File: config.mk
export PLATFORM = sky130hd
export DESIGN_NAME = uart_port_arbiter_flat
export DESIGN_NICKNAME = d
export VERILOG_FILES = /design/src/rtl/uart_port_arbiter_if.sv /design/src/rtl/uart_port_arbiter.sv /design/src/flat_wrapper.sv
export SDC_FILE = /design/constraint.sdc
export NUM_CORES = 1
export LEC_CHECK = 0
export CORE_MARGIN = 8
export CORE_UTILIZATION = 52
export DETAILED_ROUTE_END_ITERATION = 6
export PLACE_DENSITY = 0.86
export SETUP_SLACK_MARGIN = 0.2
export SLEW_MARGIN = 20
export SYNTH_ARGS = -nofsm -noshare
export SYNTH_HDL_FRONTEND = slang
export SYNTH_SLANG_ARGS = --single-unit
export TNS_END_PERCENT = 100
File: constraint.sdc
create_clock -name clk_i -period 5.4 [get_ports clk_i]
set_input_delay 0.54 -clock clk_i [delete_from_list [all_inputs] [get_ports clk_i]]
set_output_delay 0.54 -clock clk_i [all_outputs]
set_load 0.01 [all_outputs]
File: src/rtl/uart_port_arbiter_if.sv
// uart_port_arbiter_if: bundles every non-clock/reset signal of uart_port_arbiter.
//   Requester side : req0/req1 valid/data in, ready pulse out.
//   Rx sink side   : rx_valid/rx_data out, rx_ready in.
//   Status         : tx_stall out (sticky).
//   UART bus side  : active-low cs/rd/wr, 3-bit addr, wdata out; combinational rdata in.
// master: the arbiter's view. slave: the view of everything around it.
interface uart_port_arbiter_if;
  logic       req0_valid;
  logic [7:0] req0_data;
  logic       req0_ready;
  logic       req1_valid;
  logic [7:0] req1_data;
  logic       req1_ready;

  logic       rx_valid;
  logic [7:0] rx_data;
  logic       rx_ready;

  logic       tx_stall;

  logic       uart_cs;
  logic       uart_rd;
  logic       uart_wr;
  logic [2:0] uart_addr;
  logic [7:0] uart_wdata;
  logic [7:0] uart_rdata;

  modport master (
    input  req0_valid, req0_data, req1_valid, req1_data, rx_ready, uart_rdata,
    output req0_ready, req1_ready, rx_valid, rx_data, tx_stall,
    output uart_cs, uart_rd, uart_wr, uart_addr, uart_wdata
  );

  modport slave (
    output req0_valid, req0_data, req1_valid, req1_data, rx_ready, uart_rdata,
    input  req0_ready, req1_ready, rx_valid, rx_data, tx_stall,
    input  uart_cs, uart_rd, uart_wr, uart_addr, uart_wdata
  );
endinterface

File: src/rtl/uart_port_arbiter.sv
// uart_port_arbiter: shares one memory-mapped UART between two byte transmit requesters and
// drains its Rx buffer into one sink.
//   clk_i   : system clock.
//   rst_ni  : synchronous active-low reset.
//   bus_io  : uart_port_arbiter_if.master (requesters, Rx sink, tx_stall, UART cs/rd/wr bus).
// Idle cycles peek the control register (addr 0); Rx reads (addr 1) take priority over
// round-robin Tx writes (addr 2). Every access is followed by GUARD_CYCLES idle bus cycles.
// Optional feature macro: UART_ARB_RX_EN compiles in the Rx read path and Rx sink registers.
// Without it RX_AVAL is ignored and rx_valid/rx_data are tied to 0.
module uart_port_arbiter #(
  parameter int unsigned TX_BUSY_BIT  = 1,
  parameter int unsigned RX_AVAL_BIT  = 2,
  parameter int unsigned GUARD_CYCLES = 2,
  parameter int unsigned TIMEOUT      = 4096
) (
  input logic                 clk_i,
  input logic                 rst_ni,
  uart_port_arbiter_if.master bus_io
);

  localparam int unsigned     CntW       = $clog2(TIMEOUT + 1);
  localparam logic [2:0]      TxBusyIdx  = 3'(TX_BUSY_BIT);
  localparam logic [3:0]      GuardLoad  = 4'(GUARD_CYCLES - 1);
  localparam logic [CntW-1:0] TimeoutVal = CntW'(TIMEOUT);

  typedef enum logic [1:0] {StIdle, StTxWrite, StRxRead, StGuard} state_e;

  state_e          state_q;
  logic [3:0]      guard_q;
  logic [CntW-1:0] tmo_q;
  logic            last_grant_q;
  logic            tx_stall_q;
  logic            cs_q, rd_q, wr_q;
  logic [2:0]      addr_q;
  logic [7:0]      wdata_q;
  logic            req0_ready_q, req1_ready_q;

  logic peek, tx_busy, any_req, tx_go, rx_go, grant;

  // The first IDLE cycle after reset still has cs high, so it is not a valid peek.
  assign peek    = (state_q == StIdle) && !cs_q;
  assign tx_busy = bus_io.uart_rdata[TxBusyIdx];
  assign any_req = bus_io.req0_valid | bus_io.req1_valid;
  assign tx_go   = !tx_busy && any_req;
  // A lone requester always wins; a tie goes to whoever did not win last time.
  assign grant   = (bus_io.req0_valid && bus_io.req1_valid) ? ~last_grant_q : bus_io.req1_valid;

  always_ff @(posedge clk_i) begin
    if (!rst_ni) begin
      state_q      <= StIdle;
      guard_q      <= '0;
      tmo_q        <= '0;
      last_grant_q <= 1'b1;
      tx_stall_q   <= 1'b0;
      cs_q         <= 1'b1;
      rd_q         <= 1'b1;
      wr_q         <= 1'b1;
      addr_q       <= 3'd0;
      wdata_q      <= 8'h00;
      req0_ready_q <= 1'b0;
      req1_ready_q <= 1'b0;
    end else begin
      req0_ready_q <= 1'b0;
      req1_ready_q <= 1'b0;
      unique case (state_q)
        StIdle: begin
          if (!peek) begin
            cs_q <= 1'b0;
          end else if (rx_go) begin
            state_q <= StRxRead;
            rd_q    <= 1'b0;
            addr_q  <= 3'd1;
          end else if (tx_go) begin
            state_q      <= StTxWrite;
            wr_q         <= 1'b0;
            addr_q       <= 3'd2;
            wdata_q      <= grant ? bus_io.req1_data : bus_io.req0_data;
            req0_ready_q <= ~grant;
            req1_ready_q <= grant;
            last_grant_q <= grant;
          end else if (tx_busy && any_req && tmo_q != TimeoutVal) begin
            // Saturates at TIMEOUT; stall flag rises on the same edge the count gets there.
            tmo_q <= tmo_q + 1'b1;
            if (tmo_q == TimeoutVal - 1'b1) begin
              tx_stall_q <= 1'b1;
            end
          end
        end
        StTxWrite: begin
          state_q <= StGuard;
          guard_q <= GuardLoad;
          tmo_q   <= '0;
          cs_q    <= 1'b1;
          wr_q    <= 1'b1;
          addr_q  <= 3'd0;
          wdata_q <= 8'h00;
        end
        StRxRead: begin
          state_q <= StGuard;
          guard_q <= GuardLoad;
          cs_q    <= 1'b1;
          rd_q    <= 1'b1;
          addr_q  <= 3'd0;
        end
        StGuard: begin
          if (guard_q == 4'd0) begin
            state_q <= StIdle;
            cs_q    <= 1'b0;
          end else begin
            guard_q <= guard_q - 1'b1;
          end
        end
        default: state_q <= StIdle;
      endcase
    end
  end

`ifdef UART_ARB_RX_EN
  localparam logic [2:0] RxAvalIdx = 3'(RX_AVAL_BIT);

  logic       rx_valid_q;
  logic [7:0] rx_data_q;

  // A held byte blocks further reads, so the UART keeps anything newer.
  assign rx_go = bus_io.uart_rdata[RxAvalIdx] && !rx_valid_q;

  always_ff @(posedge clk_i) begin
    if (!rst_ni) begin
      rx_valid_q <= 1'b0;
      rx_data_q  <= 8'h00;
    end else if (state_q == StRxRead) begin
      rx_valid_q <= 1'b1;
      rx_data_q  <= bus_io.uart_rdata;
    end else if (rx_valid_q && bus_io.rx_ready) begin
      rx_valid_q <= 1'b0;
    end
  end

  assign bus_io.rx_valid = rx_valid_q;
  assign bus_io.rx_data  = rx_data_q;
`else
  logic unused_rx;

  assign rx_go           = 1'b0;
  assign bus_io.rx_valid = 1'b0;
  assign bus_io.rx_data  = 8'h00;
  assign unused_rx       = ^{bus_io.rx_ready, bus_io.uart_rdata, 3'(RX_AVAL_BIT)};
`endif

  assign bus_io.uart_cs    = cs_q;
  assign bus_io.uart_rd    = rd_q;
  assign bus_io.uart_wr    = wr_q;
  assign bus_io.uart_addr  = addr_q;
  assign bus_io.uart_wdata = wdata_q;
  assign bus_io.req0_ready = req0_ready_q;
  assign bus_io.req1_ready = req1_ready_q;
  assign bus_io.tx_stall   = tx_stall_q;

endmodule

File: src/flat_wrapper.sv
// flat-port wrapper written by rule: the top's interface ports become plain ports
module uart_port_arbiter_flat 
#(
  parameter int unsigned TX_BUSY_BIT  = 1,
  parameter int unsigned RX_AVAL_BIT  = 2,
  parameter int unsigned GUARD_CYCLES = 2,
  parameter int unsigned TIMEOUT      = 4096
)
  (clk_i, rst_ni, bus_io_req0_valid, bus_io_req0_data, bus_io_req1_valid, bus_io_req1_data, bus_io_rx_ready, bus_io_uart_rdata, bus_io_req0_ready, bus_io_req1_ready, bus_io_rx_valid, bus_io_rx_data, bus_io_tx_stall, bus_io_uart_cs, bus_io_uart_rd, bus_io_uart_wr, bus_io_uart_addr, bus_io_uart_wdata);
  uart_port_arbiter_if bus_io_i ();
  input logic clk_i;
  input logic rst_ni;
  input wire logic [$bits(bus_io_i.req0_valid)-1:0] bus_io_req0_valid;
  input wire logic [$bits(bus_io_i.req0_data)-1:0] bus_io_req0_data;
  input wire logic [$bits(bus_io_i.req1_valid)-1:0] bus_io_req1_valid;
  input wire logic [$bits(bus_io_i.req1_data)-1:0] bus_io_req1_data;
  input wire logic [$bits(bus_io_i.rx_ready)-1:0] bus_io_rx_ready;
  input wire logic [$bits(bus_io_i.uart_rdata)-1:0] bus_io_uart_rdata;
  output wire logic [$bits(bus_io_i.req0_ready)-1:0] bus_io_req0_ready;
  output wire logic [$bits(bus_io_i.req1_ready)-1:0] bus_io_req1_ready;
  output wire logic [$bits(bus_io_i.rx_valid)-1:0] bus_io_rx_valid;
  output wire logic [$bits(bus_io_i.rx_data)-1:0] bus_io_rx_data;
  output wire logic [$bits(bus_io_i.tx_stall)-1:0] bus_io_tx_stall;
  output wire logic [$bits(bus_io_i.uart_cs)-1:0] bus_io_uart_cs;
  output wire logic [$bits(bus_io_i.uart_rd)-1:0] bus_io_uart_rd;
  output wire logic [$bits(bus_io_i.uart_wr)-1:0] bus_io_uart_wr;
  output wire logic [$bits(bus_io_i.uart_addr)-1:0] bus_io_uart_addr;
  output wire logic [$bits(bus_io_i.uart_wdata)-1:0] bus_io_uart_wdata;
  assign bus_io_i.req0_valid = bus_io_req0_valid;
  assign bus_io_i.req0_data = bus_io_req0_data;
  assign bus_io_i.req1_valid = bus_io_req1_valid;
  assign bus_io_i.req1_data = bus_io_req1_data;
  assign bus_io_i.rx_ready = bus_io_rx_ready;
  assign bus_io_i.uart_rdata = bus_io_uart_rdata;
  assign bus_io_req0_ready = bus_io_i.req0_ready;
  assign bus_io_req1_ready = bus_io_i.req1_ready;
  assign bus_io_rx_valid = bus_io_i.rx_valid;
  assign bus_io_rx_data = bus_io_i.rx_data;
  assign bus_io_tx_stall = bus_io_i.tx_stall;
  assign bus_io_uart_cs = bus_io_i.uart_cs;
  assign bus_io_uart_rd = bus_io_i.uart_rd;
  assign bus_io_uart_wr = bus_io_i.uart_wr;
  assign bus_io_uart_addr = bus_io_i.uart_addr;
  assign bus_io_uart_wdata = bus_io_i.uart_wdata;
  uart_port_arbiter #(.TX_BUSY_BIT(TX_BUSY_BIT), .RX_AVAL_BIT(RX_AVAL_BIT), .GUARD_CYCLES(GUARD_CYCLES), .TIMEOUT(TIMEOUT)) u_core (.clk_i(clk_i), .rst_ni(rst_ni), .bus_io(bus_io_i));
endmodule
# [After elaboration in Yosys (flattened, before gate mapping)]
# Cells that the tools add are included.
[totals] register_bits=36 in_bits=29
[classes] bitwise_logic=4 muxes=24 n_reduce_logical=22 eq_ne=12 add_sub_neg=2
[op_table] cell="$mux 13" count=3
[op_table] cell="$pmux 13 s2" count=1
[op_table] cell="$mux 8" count=3
[op_table] cell="$pmux 8 s2" count=1
[op_table] cell="$add 13x1->13 const B" count=1
[op_table] cell="$eq 13x12->1 const B" count=1
[op_table] cell="$ne 13x13->1 const B" count=1
[op_table] cell="$reduce_and 3->1" count=4
[op_table] cell="$ne 2x2->1 const B" count=4
[op_table] cell="$pmux 4 s2" count=1
[op_table] cell="$reduce_and 4->1" count=2
[op_table] cell="$mux 2" count=3
[op_table] cell="$mux 3" count=2
[op_table] cell="$ne 2x1->1 const B" count=3
[op_table] cell="$pmux 2 s3" count=1
[op_table] cell="$pmux 3 s2" count=1
[op_table] cell="$reduce_bool 2->1" count=3
[op_table] cell="$logic_and 1x1->1" count=5
[op_table] cell="$mux 1" count=5
[op_table] cell="$reduce_and 5->1" count=1
[op_table] cell="$eq 2x2->1 const B" count=2
[op_table] cell="$logic_not 4->1" count=1
[op_table] cell="$mux 4" count=1
[op_table] cell="$reduce_and 2->1" count=2
[op_table] cell="other kinds (9)" count=12

# [Depth between registers and ports, before layout]
[logic_depth] ltp_word=7 depth_mapped=8 ltp_nobuf=6

# [Worst setup path before layout]
# OpenSTA, ideal clock, no wires.
[synth_path] path_kind="register to register" from="register u_core.tmo_q[0]" to="register u_core.tmo_q[11]" stages_incl_launch_ff=8 period_less_slack_ps=2021 path_slack_ps=3379 arrival_time_ps=1963 path_buffers=1 setup_time_ps=58 cell_sequence="dfxtp_1 > inv_1 > ha_1 > or4bb_4 > or3_1 > buf_6 > a2111oi_2 > a211o_1"
[synth_between] elab_chain_len=5 elab_cells_between_ends=9
[synth_rtl] item="start: declaration" line_no="uart_port_arbiter.sv:30" rtl="logic [CntW-1:0] tmo_q;"
[synth_rtl] item="start signal: assignment" line_no="uart_port_arbiter.sv:83" rtl="tmo_q <= tmo_q + 1'b1;"
[synth_rtl] item="$add 13x1->13" line_no="uart_port_arbiter.sv:83"
[synth_rtl] item="$mux 13" line_no="uart_port_arbiter.sv:81" rtl="end else if (tx_busy && any_req && tmo_q != TimeoutVal) begin"
[synth_rtl] item="$mux 13" line_no="uart_port_arbiter.sv:73" rtl="end else if (tx_go) begin"
[synth_rtl] item="$mux 13" line_no="uart_port_arbiter.sv:67" rtl="if (!peek) begin"
[synth_rtl] item="$pmux 13 s2" line_no="uart_port_arbiter.sv:65" rtl="unique case (state_q)"
# Several ways; a longest one is shown, not always the timed one. The select of a mux whose other input is x is not followed.
# A chain may end at the register's enable or synchronous reset.

# [Worst setup path in the final report]
[layout_path] from="register u_core.state_q[1]" to="register u_core.wdata_q[6] (netlist: u_core.bus_io.uart_wdata[6])"
[layout_between] elab_chain_len=4 elab_cells_between_ends=8
[layout_rtl] item="start: declaration" line_no="uart_port_arbiter.sv:28" rtl="state_e state_q;"
[layout_rtl] item="start signal: assignment" line_no="uart_port_arbiter.sv:50" rtl="state_q <= StIdle;"
[layout_rtl] item="start signal: assignment" line_no="uart_port_arbiter.sv:70" rtl="state_q <= StRxRead;"
[layout_rtl] item="start signal: assignment" line_no="uart_port_arbiter.sv:74" rtl="state_q <= StTxWrite;"
[layout_rtl] item="$logic_not 2->1" line_no="uart_port_arbiter.sv:41, uart_port_arbiter.sv:65"
[layout_rtl] item="$logic_and 1x1->1" line_no="uart_port_arbiter.sv:41" rtl="assign peek = (state_q == StIdle) && !cs_q;"
[layout_rtl] item="$ne 2x1->1 (no source line)"
[layout_rtl] item="$reduce_and 3->1 (no source line)"
[layout_rtl] item="end signal: assignment" line_no="uart_port_arbiter.sv:77" rtl="wdata_q <= grant ? bus_io.req1_data : bus_io.req0_data;"
[layout_rtl] item="end: declaration" line_no="uart_port_arbiter.sv:35" rtl="logic [7:0] wdata_q;"
# Several ways; a longest one is shown, not always the timed one.

==> key figures <==
Global routing
  • GRT Residual Overflow: 0
  • Total Routing Usage GR: 0.160
  • Vias in the first global route: 1,723
  • First-pass GRT wire length: 8000 um
  • Initial antenna violation count: 0
  • Largest net degree at the start of global routing: 29

Worst setup path
  • Arrival time worst endpoint: 2.64 ns
  • CP Capture Point: u_core.bus_io.uart_wdata[6]$_SDFFE_PN0P_
  • Critical Path Start Type: flip-flop
  • Req. time, crit path: 5.56 ns
  • Crit path kind: flip-flop to flip-flop
  • Reg2Reg Depth: 6
  • Largest fanout on the critical path: 18
  • Critical path endpoint category: flip-flop
  • Reg2Reg Setup Slack: 2.92 ns
  • FF-to-FF Start: u_core.state_q[1]$_SDFFE_PN0P_
  • Terminus of the critical flop-to-flop path: u_core.bus_io.uart_wdata[6]$_SDFFE_PN0P_
  • CP startpoint: u_core.state_q[1]$_SDFFE_PN0P_

Synthesis
  • Synth Area in Compound Gates: 0.216
  • Mapped cell area: 1990 um^2
  • Post-synthesis async set-or-reset flop share: 0
  • Main combinational cell family by area after synthesis: simple AND/OR/NAND/NOR gates
  • Ys Warns: 0
  • Ys flop type: dfxtp_1
  • Post-synthesis mux area share: 0.0502
  • Most common cell in the netlist: dfxtp_1
  • Synth Area in Simple Gates: 0.228
  • Top cells by count, synth: dfxtp_1 (34), nor2_1 (18), inv_1 (14)
  • Synth area leader: dfxtp_1
  • #FFs+latches synth: 34
  • EDFF count, synth: 0
  • Avg Cell Area, Syn: 8.52 um^2
  • Post-synthesis sequential area ratio: 0.341
  • Netlist cell types: 54
  • Yosys top cell area share: 0.341
  • Synth Area in Adders: 0.0502
  • Mapped Cells: 234
  • Top cells by area, synth: dfxtp_1 (34%), ha_1 (5.0%), buf_4 (4.5%), mux2_2 (4.5%), nor2_1 (3.4%)
  • Post-synthesis xor/xnor area fraction: 0.00879

Power and ir drop
  • Pwr dens: 345 nW/um^2
  • P_sw: 0.315 mW
  • Logic pwr share: 0.403
  • VDD IR max: 230 uV
  • Sw frac: 0.383
  • Sequential fraction of design power: 0.371
  • Internal Power: 0.507 mW
  • Total power: 0.822 mW
  • Power share of the clock group: 0.226
  • Pleak: 0.897 nW

Clock tree
  • CTS max path bufs: 2
  • Postcts setup bufs: 0
  • CTS sink cnt: 34
  • TritonCTS buffer count: 5
  • Post-cts resize count: 0
  • TritonCTS clock tree: done
  • H-tree levels: 2
  • Hold-fix buffers, CTS: 0
  • Worst-path clk slew: 0.07 ns
  • Worst skew pair latency: 0.28 ns
  • Root Buffer: clkbuf_8

Drt
  • DR pass1 iterations: 6
  • Drt wl/cell: 15.4 um
  • DRT iter0 DRCs: 177
  • Via density: 5.86
  • Drt total wl: 4760 um
  • Vias: 1,817
  • DRC: 0
  • Post-DRT Antenna Nets: 0

Finish
  • N_diodes: 0
  • Share of cells above drive strength 1: 0.0878
  • Layout area overhead: 19.6%
  • Final Cell Area: 2380 um^2
  • Net count, final: 300

Timing
  • Relative slew margins: 0.355
  • Final hold vios: 0
  • Final setup TNS: 0 ns
  • Fin. max-slew vios: 0
  • Actual slew at the worst max-slew pin: 0.959 ns
  • Fmax: 404 MHz
  • Fin Hold WS: 0.470 ns
  • Tmin final: 2.48 ns
  • RSZ-0062 raised after global routing: false
  • Skew final: 0.00450 ns
  • Tcrit/Tclk final: 0.459
  • Setup-failing EPs final: 0

Job
  • Max Cap Viol: 0

Placed design
  • Post-DP Area: 2300 um^2
  • Buffers on Ports: 34
  • Gpl congestion: 0.841
  • HPWL after DPL: 3400 um

Die
  • Core box area: 3660 um^2
  • Die width: 77.9 um
  • Ports: 55
  • Initial core utilization: 0.544
  • Die Y: 77.9 um
  • Die area: 6070 um^2
  • Core Rows: 22

Hold path
  • Hold depth: 1
  • Hold Crit Class: flip-flop to flip-flop

Run status
  • Outcome: complete, no violations
[power by group through the flow]
stage / Clock (mW) / Sequential, mW / Combinational (mW)
final: 0.186 / 0.305 / 0.331
after global routing: 0.201 / 0.309 / 0.372
after CTS: 0.190 / 0.305 / 0.332
after detailed placement: 0 / 0.310 / 0.331
after global placement: 0 / 0.309 / 0.327
after floorplan: 0 / 0.313 / 0.229
[state kept, by name, summed over array words and instances (netlist names)]
| register | count |
|---|---|
| u_core.bus_io.req0_ready | 1 |
| u_core.bus_io.req1_ready | 1 |
| u_core.bus_io.tx_stall | 1 |
| u_core.bus_io.uart_addr | 1 |
| u_core.bus_io.uart_cs | 1 |
| u_core.bus_io.uart_wdata | 8 |
| u_core.bus_io.uart_wr | 1 |
| u_core.guard_q | 4 |
| u_core.last_grant_q | 1 |
| u_core.state_q | 2 |
| u_core.tmo_q | 13 |
[logic make-up after synthesis]
logic type,count (synthesis)
flops,34
compound gates,59
mux,9
simple gates,81
other cells,2
xor+xnor,2
fa+ha+maj,8
buf+inv,39
[worst max-delay path, stage by stage (launching register included)]
cell and delay, ns:
dfxtp_1 0.33, inv_1 0.11, ha_1 0.57, nor2b_1 0.65
a31oi_1 0.32, a22oi_1 0.30, nor2_1 0.06
[routing by layer]
metal  global-route usage  up-vias  wire [um]
met5                    0        -          0
met4               0.0796        0        101
met3               0.0645       10        380
met2                0.251       58       2270
met1                0.184      846       2010
li1                     -      903          -
[stage by stage]
step                cells  utilization  setup WS (ns)
finish                310        0.651           2.92
global route          310        0.651           2.74
CTS                   310        0.651           2.90
detailed placement    304        0.629           2.91
global placement      304        0.629           2.96
floorplan             244            -           3.38
[placed cells by master, fill, tap and decap left out, types with 2 or more instances in the layout]
| cell | synthesis | routed |
|---|---|---|
| a31oi_1 | 4 | 4 |
| buf_4 | 12 | 2 |
| and4_1 | 2 | 2 |
| o21ai_0 | 5 | 5 |
| a211o_1 | 5 | 5 |
| nand2b_1 | 2 | 2 |
| dfxtp_1 | 34 | 34 |
| nor2_1 | 18 | 18 |
| inv_1 | 14 | 14 |
| or3_1 | 3 | 3 |
| nor3_1 | 8 | 8 |
| a22oi_1 | 8 | 8 |
| or4_1 | 2 | 2 |
| clkbuf_8 | 0 | 6 |
| ha_1 | 8 | 8 |
| nor4_1 | 6 | 6 |
| o31ai_1 | 2 | 2 |
| nand4_1 | 4 | 4 |
| o31a_1 | 2 | 2 |
| nand2_1 | 10 | 10 |
| nor4b_1 | 5 | 5 |
| a211oi_1 | 6 | 6 |
| conb_1 | 2 | 12 |
| mux2_2 | 8 | 8 |
| o21bai_1 | 2 | 2 |
| clkdlybuf4s50_1 | 0 | 34 |
| and3_1 | 3 | 3 |
| o211ai_1 | 4 | 4 |
| nand3_1 | 12 | 12 |
| a21oi_1 | 9 | 9 |
[worst min path at each step]
stage	end	from	slack [ns]
after floorplan	u_core.guard_q[0]$_SDFFE_PN0P_	u_core.guard_q[0]$_SDFFE_PN0P_	0.44
after global placement	u_core.bus_io.tx_stall$_SDFFE_PN0P_	u_core.bus_io.tx_stall$_SDFFE_PN0P_	0.45
after detailed placement	u_core.bus_io.tx_stall$_SDFFE_PN0P_	u_core.bus_io.tx_stall$_SDFFE_PN0P_	0.46
after CTS	u_core.bus_io.tx_stall$_SDFFE_PN0P_	u_core.bus_io.tx_stall$_SDFFE_PN0P_	0.47
after global routing	u_core.last_grant_q$_SDFFE_PN1P_	u_core.last_grant_q$_SDFFE_PN1P_	0.50
final	u_core.bus_io.tx_stall$_SDFFE_PN0P_	u_core.bus_io.tx_stall$_SDFFE_PN0P_	0.47
[cell type report]
cell class	instances	area, um^2
inverter	15	56.3
fill	311	1280
multi-input combinational	171	1150
tap	48	60.1
clock buffer	6	82.6
timing repair buffer	36	355
sequential	34	681
(Power assumes the default switching activity.)
